===== src/rtl/avm_arb_pkg.sv =====
// Shared types for the two-requester Avalon-MM arbiter.
package avm_arb_pkg;

    typedef enum logic [1:0] {
        IDLE   = 2'd0,
        GRANT0 = 2'd1,
        GRANT1 = 2'd2
    } arb_state_t;

    typedef logic gnt_idx_t;

endpackage


===== src/rtl/avm_arbiter.sv =====
// Two-requester Avalon-MM arbiter with per-transfer round robin onto one slave.
// Optional grant locking is enabled by defining AVM_ARB_LOCK_EN.
module avm_arbiter
    import avm_arb_pkg::*;
#(
    parameter int ADDR_W   = 32,
    parameter int DATA_W   = 32,
    parameter int MAX_LOCK = 8
) (
    input  logic              clk,
    input  logic              reset_n,
    input  logic [ADDR_W-1:0] avs_s0_address,
    input  logic              avs_s0_read,
    input  logic              avs_s0_write,
    input  logic [DATA_W-1:0] avs_s0_writedata,
    output logic [DATA_W-1:0] avs_s0_readdata,
    output logic              avs_s0_waitrequest,
    input  logic [ADDR_W-1:0] avs_s1_address,
    input  logic              avs_s1_read,
    input  logic              avs_s1_write,
    input  logic [DATA_W-1:0] avs_s1_writedata,
    output logic [DATA_W-1:0] avs_s1_readdata,
    output logic              avs_s1_waitrequest,
`ifdef AVM_ARB_LOCK_EN
    input  logic              avs_s0_lock,
    input  logic              avs_s1_lock,
`endif
    output logic [ADDR_W-1:0] avm_m0_address,
    output logic              avm_m0_read,
    output logic              avm_m0_write,
    output logic [DATA_W-1:0] avm_m0_writedata,
    input  logic [DATA_W-1:0] avm_m0_readdata,
    input  logic              avm_m0_waitrequest
);

    if (MAX_LOCK < 1) begin : g_bad_max_lock
        $error("MAX_LOCK must be at least 1");
    end

    arb_state_t r_state;
    gnt_idx_t   r_last;
    gnt_idx_t   w_gnt;
    gnt_idx_t   w_winner;
    logic       w_req0;
    logic       w_req1;
    logic       w_req_k;
    logic       w_req_o;
    logic       w_done;
    logic       w_hold;
    logic       w_switch;

    assign w_req0   = avs_s0_read | avs_s0_write;
    assign w_req1   = avs_s1_read | avs_s1_write;
    assign w_gnt    = (r_state == GRANT1);
    assign w_req_k  = w_gnt ? w_req1 : w_req0;
    assign w_req_o  = w_gnt ? w_req0 : w_req1;
    assign w_done   = (r_state != IDLE) && w_req_k && !avm_m0_waitrequest;
    // Contention out of IDLE goes to whichever requester was not granted last.
    assign w_winner = (w_req0 && w_req1) ? ~r_last : w_req1;
    assign w_switch = (r_state != IDLE) && !w_hold && (w_done || !w_req_k) && w_req_o;

`ifdef AVM_ARB_LOCK_EN
    localparam int CNT_W = $clog2(MAX_LOCK + 1);

    logic [CNT_W-1:0] r_lock_cnt;
    logic             w_lock_k;

    assign w_lock_k = w_gnt ? avs_s1_lock : avs_s0_lock;
    assign w_hold   = w_done && w_lock_k && (r_lock_cnt < CNT_W'(MAX_LOCK - 1));

    // The counter counts locked completions already granted back to the owner.
    always_ff @(posedge clk or negedge reset_n) begin
        if (!reset_n) begin
            r_lock_cnt <= '0;
        end else if (w_switch) begin
            r_lock_cnt <= '0;
        end else if (w_hold) begin
            r_lock_cnt <= r_lock_cnt + 1'b1;
        end else if (w_done) begin
            r_lock_cnt <= '0;
        end
    end
`else
    assign w_hold = 1'b0;
`endif

    // NOTE: state registers use non-blocking assignments so every flop samples
    // pre-edge values regardless of statement order.
    always_ff @(posedge clk or negedge reset_n) begin
        if (!reset_n) begin
            r_state <= IDLE;
            r_last  <= 1'b1;
        end else begin
            case (r_state)
                IDLE: begin
                    if (w_req0 || w_req1) begin
                        r_state <= w_winner ? GRANT1 : GRANT0;
                        r_last  <= w_winner;
                    end
                end
                GRANT0, GRANT1: begin
                    if (w_switch) begin
                        r_state <= w_gnt ? GRANT0 : GRANT1;
                        r_last  <= ~w_gnt;
                    end
                end
                default: r_state <= IDLE;
            endcase
        end
    end

    // NOTE: every output gets a default before the case so no latch is inferred.
    always_comb begin
        avm_m0_address     = '0;
        avm_m0_read        = 1'b0;
        avm_m0_write       = 1'b0;
        avm_m0_writedata   = '0;
        avs_s0_readdata    = '0;
        avs_s1_readdata    = '0;
        avs_s0_waitrequest = 1'b1;
        avs_s1_waitrequest = 1'b1;
        case (r_state)
            GRANT0: begin
                avm_m0_address     = avs_s0_address;
                avm_m0_write       = avs_s0_write;
                avm_m0_read        = avs_s0_read & ~avs_s0_write;
                avm_m0_writedata   = avs_s0_writedata;
                avs_s0_readdata    = avm_m0_readdata;
                avs_s0_waitrequest = avm_m0_waitrequest;
            end
            GRANT1: begin
                avm_m0_address     = avs_s1_address;
                avm_m0_write       = avs_s1_write;
                avm_m0_read        = avs_s1_read & ~avs_s1_write;
                avm_m0_writedata   = avs_s1_writedata;
                avs_s1_readdata    = avm_m0_readdata;
                avs_s1_waitrequest = avm_m0_waitrequest;
            end
            default: ;
        endcase
    end

endmodule

===== config.mk =====
export PLATFORM = sky130hd
export DESIGN_NAME = avm_arbiter
export DESIGN_NICKNAME = d
export VERILOG_FILES = /design/src/rtl/avm_arb_pkg.sv /design/src/rtl/avm_arbiter.sv
export SDC_FILE = /design/constraint.sdc
export NUM_CORES = 1
export LEC_CHECK = 0
export BUFFER_PORTS_ARGS = -buffer_cell sky130_fd_sc_hd__buf_2
export CAP_MARGIN = 15
export CORE_AREA = 2 2 115 117
export CTS_CLUSTER_DIAMETER = 120
export DETAILED_ROUTE_END_ITERATION = 8
export DIE_AREA = 0 0 117 119
export HOLD_SLACK_MARGIN = 0.08
export SLEW_MARGIN = 20
export SYNTH_ARGS = -nofsm -noshare
export SYNTH_HDL_FRONTEND = slang
export SYNTH_SLANG_ARGS = --single-unit

===== constraint.sdc =====
create_clock -name clk -period 4.85 [get_ports clk]
set_clock_uncertainty 0.1 [all_clocks]
set_input_delay 0.2425 -clock clk [delete_from_list [all_inputs] [get_ports clk]]
set_output_delay 0.2425 -clock clk [all_outputs]
set_load 0.05 [all_outputs]

==> results of run 1 <==
state kept, by name, indices dropped and copies added, names as in the netlist:
| signal | cells |
|---|---|
| r_last | 1 |
| r_state | 2 |
stage by stage:
step | worst slack, ns | hold slack, ns | instances | utilization (%) | total power (W)
2_1_floorplan | 2.45 | -0.153 | 262 | - | 0.00231
3_3_place_gp | 1.99 | -0.0580 | 710 | 26.2 | 0.00291
3_5_place_dp | 2.00 | -0.0579 | 710 | 26.2 | 0.00290
4_1_cts | 1.74 | 0.238 | 715 | 26.9 | 0.00304
5_1_grt | 1.50 | 0.243 | 715 | 26.9 | 0.00320
6_report | 1.77 | 0.235 | 715 | 26.9 | 0.00302
cell usage after synthesis, types with 2 or more instances:
| library cell | number | area share, % |
|---|---|---|
| a22oi_1 | 65 | 28 |
| and2_1 | 65 | 23 |
| nor2b_1 | 65 | 23 |
| clkbuf_1 | 29 | 6.3 |
| nand2_1 | 4 | 0.86 |
| ha_1 | 3 | 2.2 |
| nor2_1 | 3 | 0.65 |
| dfrtp_1 | 2 | 2.9 |
| inv_1 | 2 | 0.43 |
| nand2b_1 | 2 | 0.72 |
| nand3_1 | 2 | 0.58 |
| nand4_1 | 2 | 0.72 |
| o22ai_1 | 2 | 0.72 |
worst max path at each step:
stage	from	end	slack, ns
final	r_state[0]	avm_m0_address[16]	1.77
after global routing	r_state[0]	avm_m0_address[15]	1.50
after CTS	r_state[0]	avm_m0_address[13]	1.74
after detailed placement	r_state[0]	avm_m0_address[13]	2.00
after global placement	r_state[0]	avm_m0_address[13]	1.99
after floorplan	r_state[0]	avm_m0_address[0]	2.45
final cells by class:
type | count | area share (%)
multi-input combinational | 228 | 44.9
timing repair buffer | 302 | 44.1
clock buffer | 4 | 2.28
tap | 176 | 6.37
sequential | 3 | 2.21
inverter | 2 | 0.217
per-layer routing:
layer	vias up	track usage, %	part of all wire, %
li1	1477	-	-
met3	5	1.22	8.7
met2	185	20.7	51
met4	0	1.99	0.55
met1	1322	12.1	39
met5	-	0	0
where the power goes:
| group | switching [W] | internal [W] |
|---|---|---|
| registers | 0.0000117 | 0.0000415 |
| logic | 0.00207 | 0.000760 |
| clock network | 0.0000277 | 0.000109 |
| total | 0.00211 | 0.000910 |
kinds of logic after synthesis:
| family | count (synthesis) | share of synthesized area [%] |
|---|---|---|
| simple gates | 146 | 51.4 |
| fa+ha+maj | 3 | 2.16 |
| compound gates | 79 | 35.3 |
| buf+inv | 31 | 6.70 |
| flops | 3 | 4.40 |
timing repair:
action / 4_1_cts / 5_1_grt
setup endpoints to repair: 0 / 0
endpoints found under the hold margin: 3 / 0
hold buffers: 1 / 0
==> flow_metrics.py, run 1 <==
metrics = {
    "status": {
        "status": "finished clean",
    },
    "critical_path": {
        "cp-start-kind": "flop",
        "r2r_slack_ns": 2.32,
        "r2r-end": "r_last",
        "r2r_start": "r_state[0]",
        "critical_path.top_delay_family": "buffers and inverters",
        "required_ns": 4.51,
        "path_class": "reg -> out",
        "crit_path_max_fanout": 60,
        "path_cells": "inv_1 > ha_2 > buf_4 > a22oi_1 > nor2b_1 > buf_2",
        "worstRegToRegCells": 6,
        "cp.depth": 6,
        "crit_buf_inv": 3,
        "critical_path_arrival_ns": 2.74,
        "cp_slowest_stage_delay_ns": 0.91,
        "crit_path_end_kind": "primary output",
        "crit_slowest_cell": "ha_2",
    },
    "layout": {
        "multiInputGateArea_um2": 1550,
        "fin_area_um2": 3460,
        "layout_commonest_cell": "buf_2",
        "regArea_um2": 76.3,
        "drive_gt1_share_pct": 57.9,
        "insertedDiodeCount": 0,
        "fillers": 1439,
        "layout_common_cells": "buf_2 (298), a22oi_1 (65), nor2b_1 (65), and2_1 (65), nand2_1 (4)",
        "areaGrowthSynthToFinish_pct": 99.1,
        "layout.nets": 710,
    },
    "sta": {
        "setup_viol": 0,
        "slew_viol_final": 0,
        "period_needed_ns": 3.08,
        "finalHoldViolCount": 0,
        "slew_headroom_pct": 29.1,
        "rsz0062_at_grt": "false",
        "tightest_slew_ns": 1.06,
        "tns_ns": 0,
        "fin_crit_sh_pct": 63.6,
        "fmaxAchievable_ghz": 0.324,
    },
    "global_route": {
        "grt_max_degree": 71,
        "grt_pass1_wl_um": 11900,
        "grt_pass1_vias": 2462,
        "track_usage_pct": 10.6,
        "grt_overflow_total": 0,
        "antenna_found_initial": 0,
    },
    "synthesis": {
        "synth_seq_cells": 3,
        "synth_cell_types": 29,
        "ys_warn_count": 0,
        "syn_nets": 432,
        "mappedNetlistArea_um2": 1740,
        "ys_seq_area_share_pct": 4.39,
        "synth-edff-count": 0,
        "syn_avg_cell_area_um2": 6.63,
        "synth_cells": 262,
        "synthFlopType": "dfrtp_1",
        "synth-async-reset-ratio_pct": 100,
    },
    "floorplanning": {
        "die_h_um": 119,
        "die_w_um": 117,
        "rows": 42,
        "ioPinCount": 299,
        "dieArea_um2": 13900,
        "core_um2": 12900,
        "initial_core_util_pct": 13.5,
    },
    "detailed_routing": {
        "vias_per_cell": 4.18,
        "wl_per_cell_um": 12.2,
        "ant_nets": 0,
        "drt_wl_total_um": 8690,
        "drt_first_pass_iters": 4,
        "drc": 0,
        "drtIter0Drc": 92,
        "dr_total_vias": 2989,
    },
    "placed_design": {
        "postPlaceCellArea_um2": 3370,
        "hpwl_um": 6870,
        "io_buffers": 298,
        "gp_congestion": 0.716,
    },
    "clock_tree": {
        "cts_resized": 0,
        "clock_sinks": 3,
        "post_cts_buffers": 0,
        "cts_tree": "done",
        "cts-root-buf": "clkbuf_16",
        "cts_buffer_depth": 2,
        "htree_levels": 1,
        "cts_made_buffers": 3,
        "insertion_delay_ns": 0.23,
        "clk_pin_slew_ns": 0.03,
    },
    "job": {
        "cap_viol_max_count": 0,
    },
    "power": {
        "leakage_nw": 1.92,
        "power.density_nw_per_um2": 874,
        "ir_drop_mv": 0.438,
    },
    "worst_hold_path": {
        "min_path_type": "in -> async",
    },
}
(Power assumes the default switching activity.)
==> run 2, diff against run 1 <==
CORE_AREA = 2 2 116 118   (was 2 2 115 117)
DIE_AREA = 0 0 118 120   (was 0 0 117 119)
clock period = 2.7 ns   (was 4.85 ns; I/O delays follow)
==> run 2 against run 1 <==
Against the previous run:
- non-clock buffer count increased by 2
- sequential power increased by 94%
- power increased by 84%
- sequential cell count unchanged
- sequential share of layout area about the same
- worst hold slack got worse by 0.064 ns
- design area increased by 2.1%
- largest cell class is now buffers
- highest routed layer is now met5
==> flow_metrics.py, run 2 (synthesis gave the netlist of run 1 again) <==
metrics = {
    "layout": {
        "areaGrowthSynthToFinish_pct": 103,
        "layout_common_cells": "buf_2 (298), a22oi_1 (65), nor2b_1 (65), and2_1 (65), nand2_1 (4)",
        "layout_commonest_cell": "buf_2",
        "regMostFlops": "r_state",
        "largest_reg_flops": 2,
        "drive_gt1_share_pct": 58.0,
        "final_core_util_pct": 27.2,
        "layout.nets": 712,
        "insertedDiodeCount": 0,
        "top_regs": "r_state x2, r_last x1",
    },
    "clock_tree": {
        "cts_made_buffers": 3,
        "insertion_delay_ns": 0.22,
        "post_cts_buffers": 0,
        "htree_levels": 1,
        "cts_buffer_depth": 2,
        "clk_pin_slew_ns": 0.03,
        "clock_sinks": 3,
        "cts-root-buf": "clkbuf_16",
        "cts_tree": "done",
        "cts_resized": 0,
    },
    "critical_path": {
        "cp_slowest_stage_delay_ns": 0.57,
        "path_cells": "inv_1 > ha_2 > buf_12 > nor2b_1 > buf_2",
        "path_class": "reg -> out",
        "cp-start-kind": "flop",
        "crit_slowest_cell": "ha_2",
        "crit_path_max_fanout": 55,
        "critical_path_arrival_ns": 2.10,
        "required_ns": 2.47,
        "crit_path_end_kind": "primary output",
    },
    "floorplanning": {
        "core_um2": 13000,
        "initial_core_util_pct": 13.4,
        "die_w_um": 118,
        "die_h_um": 120,
        "rows": 42,
        "dieArea_um2": 14200,
        "ioPinCount": 299,
    },
    "global_route": {
        "track_usage_pct": 11.6,
        "use_met1_pct": 12.9,
        "gr-usage-met3_pct": 2.99,
        "grt_pass1_wl_um": 13400,
        "gr-max-usage-layer": "met2",
        "grt_overflow_total": 0,
        "grt_max_degree": 56,
        "grt_pass1_vias": 2716,
        "antenna_found_initial": 1,
        "grtUsageMet2_pct": 22.1,
    },
    "sta": {
        "period_needed_ns": 2.33,
        "tightest_slew_ns": 0.445,
        "fmaxAchievable_ghz": 0.429,
        "finalHoldViolCount": 0,
        "fin_crit_sh_pct": 86.4,
        "setup_viol": 0,
        "rsz0062_at_grt": "false",
        "slew_viol_final": 0,
        "slew_headroom_pct": 70.2,
        "tns_ns": 0,
    },
    "job": {
        "cap_viol_max_count": 0,
    },
    "detailed_routing": {
        "vias_per_cell": 4.18,
        "drt_wl_total_um": 9200,
        "drtIter0Drc": 73,
        "drt_first_pass_iters": 4,
        "drc": 0,
        "ant_nets": 0,
        "dr_total_vias": 2997,
        "wl_per_cell_um": 12.8,
    },
    "power": {
        "ir_drop_mv": 0.534,
        "leakage_nw": 1.94,
        "power.density_nw_per_um2": 1570,
    },
    "placed_design": {
        "hpwl_um": 7680,
        "io_buffers": 298,
        "gp_congestion": 0.729,
    },
    "worst_hold_path": {
        "min_path_type": "in -> async",
    },
    "status": {
        "status": "finished clean",
    },
}
## run 2: changes by cell type in the layout (fill, tap and decap cells not counted), sizes merged
cell / delta
buf: +2
## run 2: final timing paths
path                                          from                  end  slack (ns)  cells past startpoint
worst max-delay path                    r_state[1]  avm_m0_writedata[5]        0.37                      5
worst min-delay path                       reset_n           r_state[0]        0.17                      2
worst max register to register          r_state[0]           r_state[1]        0.76                      6
worst min register to register              r_last               r_last        0.42                      2
max in group asynchronous                  reset_n               r_last        2.13                      2
min in group clk                avm_m0_waitrequest               r_last        0.36                      3
## run 2: routing by layer
metal | part of all wire (%) | vias up
met1 | 39 | 1310
met4 | 0.61 | 2
li1 | - | 1483
met5 | 0.14 | -
met3 | 9.8 | 4
met2 | 50 | 198
## run 2: through the flow
| stage | setup slack [ns] | power, W | instances | hold WS (ns) | cell area [um2] |
|---|---|---|---|---|---|
| 6_report | 0.367 | 0.00556 | 717 | 0.171 | 3530 |
| 3_3_place_gp | 0.533 | 0.00537 | 712 | -0.167 | 3440 |
| 2_1_floorplan | 0.405 | 0.00415 | 262 | -0.261 | 1740 |
| 5_1_grt | 0.195 | 0.00588 | 717 | 0.194 | 3530 |
| 4_1_cts | 0.355 | 0.00561 | 717 | 0.184 | 3530 |
| 3_5_place_dp | 0.599 | 0.00536 | 712 | -0.166 | 3440 |
## run 2: where the power goes
part / total [W] / internal (W) / leakage, nW / switching (W)
clock: 0.000235 / 0.000195 / 0.0382 / 0.0000400
combinational: 0.00522 / 0.00146 / 1.87 / 0.00376
sequential: 0.000103 / 0.0000745 / 0.0351 / 0.0000288
## run 2: critical path, delay by kind of cell (launching register included)
family	cells	cell delay, ns
DFF	1	0.46
adders and majority gates	1	0.57
buffers and inverters	3	0.65
and+or+nand+nor	1	0.16
## run 2: what timing repair did
| action | 4_1_cts | 5_1_grt |
|---|---|---|
| endpoints found under the hold margin | 3 | 0 |
| hold buffers | 1 | 0 |
| setup endpoints to repair | 0 | 0 |
## run 2: layout make-up
class / instances / area, um2
inverter: 2 / 7.51
fill: 1440 / 9450
tap: 176 / 220
sequential: 3 / 76.3
timing repair buffer: 304 / 1580
multi-input combinational: 228 / 1570
clock buffer: 4 / 78.8
==> run 3, diff against run 2 <==
CELL_PAD_IN_SITES_DETAIL_PLACEMENT = 1   (was default)
CELL_PAD_IN_SITES_GLOBAL_PLACEMENT = 1   (was default)
CORE_AREA = default   (was 2 2 116 118)
CORE_MARGIN = 2   (was default)
CORE_UTILIZATION = 14   (was default)
DIE_AREA = default   (was 0 0 118 120)
PLACE_DENSITY_LB_ADDON = 0.1   (was default)
==> run 3 against run 2 <==
Against the previous run:
- clock power increased by 2%
- worst setup slack better by 0.011 ns
- highest routed layer is now met3
- via count is 2.6% higher
- die area down 6.0%
- sequential power is 8% lower
- sequential cell count stayed put
==> flow_metrics.py, run 3 (synthesis gave the netlist of run 1 again) <==
metrics = {
    "status": {
        "status": "finished clean",
    },
    "floorplanning": {
        "core_um2": 12100,
        "initial_core_util_pct": 14.4,
        "dieArea_um2": 13300,
        "ioPinCount": 299,
        "die_w_um": 115,
        "die_h_um": 115,
        "rows": 40,
    },
    "detailed_routing": {
        "route.met3.wl_um": 1070,
        "drtIter0Drc": 101,
        "top_layer_used": "met3",
        "ant_nets": 0,
        "vias_per_cell": 4.33,
        "drc": 0,
        "dr_total_vias": 3076,
        "wl_met2_um": 5880,
        "wl_per_cell_um": 15.0,
        "drt_wl_total_um": 10600,
        "wl_met1_um": 3680,
        "drt_first_pass_iters": 4,
    },
    "clock_tree": {
        "cts_tree": "done",
        "post_cts_buffers": 0,
        "hold_buffers": 1,
        "cts_made_buffers": 3,
        "cts_buffer_depth": 2,
        "insertion_delay_ns": 0.22,
        "cts_resized": 0,
        "htree_levels": 1,
        "cts-root-buf": "clkbuf_16",
        "clk_pin_slew_ns": 0.03,
        "clock_sinks": 3,
    },
    "critical_path": {
        "path_cells": "inv_1 > ha_2 > buf_12 > nor2b_1 > buf_2",
        "cp-start-kind": "flop",
        "path_class": "reg -> out",
        "required_ns": 2.47,
        "r2r_slack_ns": 0.76,
        "crit_path_max_fanout": 48,
        "critical_path_arrival_ns": 2.09,
        "crit_path_end_kind": "primary output",
        "crit_slowest_cell": "ha_2",
        "cp_slowest_stage_delay_ns": 0.62,
    },
    "sta": {
        "finalHoldViolCount": 0,
        "slew_viol_final": 0,
        "fin_crit_sh_pct": 86.0,
        "fmaxAchievable_ghz": 0.431,
        "tightest_slew_ns": 0.507,
        "rsz0062_at_grt": "false",
        "slew_headroom_pct": 66.1,
        "period_needed_ns": 2.32,
        "tns_ns": 0,
        "setup_viol": 0,
    },
    "power": {
        "power_w": 0.00565,
        "leakage_nw": 1.95,
        "ir_drop_mv": 0.506,
        "power.density_nw_per_um2": 1600,
    },
    "job": {
        "cap_viol_max_count": 0,
    },
    "placed_design": {
        "postPlaceCellArea_um2": 3430,
        "io_buffers": 298,
        "hpwl_um": 8740,
        "gp_congestion": 0.744,
    },
    "global_route": {
        "grt_pass1_vias": 3044,
        "grt_overflow_total": 0,
        "antenna_found_initial": 0,
        "track_usage_pct": 14.2,
        "grt_max_degree": 65,
        "grt_pass1_wl_um": 15300,
    },
    "layout": {
        "drive_gt1_share_pct": 58.1,
        "regMostFlops": "r_state",
        "areaGrowthSynthToFinish_pct": 103,
        "layout.nets": 713,
        "layout_common_cells": "buf_2 (298), a22oi_1 (65), nor2b_1 (65), and2_1 (65)",
        "layout_commonest_cell": "buf_2",
        "insertedDiodeCount": 0,
        "largest_reg_flops": 2,
        "top_regs": "r_state x2, r_last x1",
        "fin_area_um2": 3520,
        "final_core_util_pct": 29.2,
    },
    "worst_hold_path": {
        "min_path_type": "in -> async",
    },
}
-- run 3: cell types whose count changed in the layout (fill, tap and decap cells not counted) --
cell	change
buf_12	+1
ha_2	+2
ha_4	-2
-- run 3: report_power, final --
part	internal, W	total (W)	switching [W]
clock network	0.000195	0.000240	0.0000449
logic	0.00147	0.00531	0.00384
registers	0.0000745	0.0000946	0.0000201
-- run 3: final timing paths --
check / to / cells after the start / start
max reg2reg: r_last / 5 / r_state[1]
max in group asynchronous: r_last / 2 / reset_n
min reg2reg: r_last / 2 / r_last
min: r_state[0] / 2 / reset_n
max: avm_m0_writedata[28] / 5 / r_state[1]
min in group clk: r_last / 3 / avm_m0_waitrequest
-- run 3: cell type report --
class                      count  area [um2]
sequential                     3        76.3
multi-input combinational    228        1550
clock buffer                   4        78.8
inverter                       2        7.51
tap                          168         210
fill                        1570        8540
timing repair buffer         305        1600
-- run 3: through the flow --
step	std cells	hold WS (ns)	setup slack (ns)
floorplan	262	-0.261	0.405
global placement	705	-0.152	0.639
CTS	710	0.158	0.359
detailed placement	705	-0.150	0.599
finish	710	0.145	0.378
global route	710	0.179	0.207
-- run 3: metal layers --
layer | up-vias | GRT usage (%)
met1 | 1420 | 14.1
li1 | 1485 | -
met4 | 0 | 1.45
met5 | - | 0
met3 | 0 | 3.64
met2 | 171 | 30.0
-- run 3: critical path, delay by kind of cell (launching register included) --
kind	cells	cell delay [ns]
and+or+nand+nor	1	0.18
adders and majority gates	1	0.62
buffers and inverters	3	0.65
DFF	1	0.40
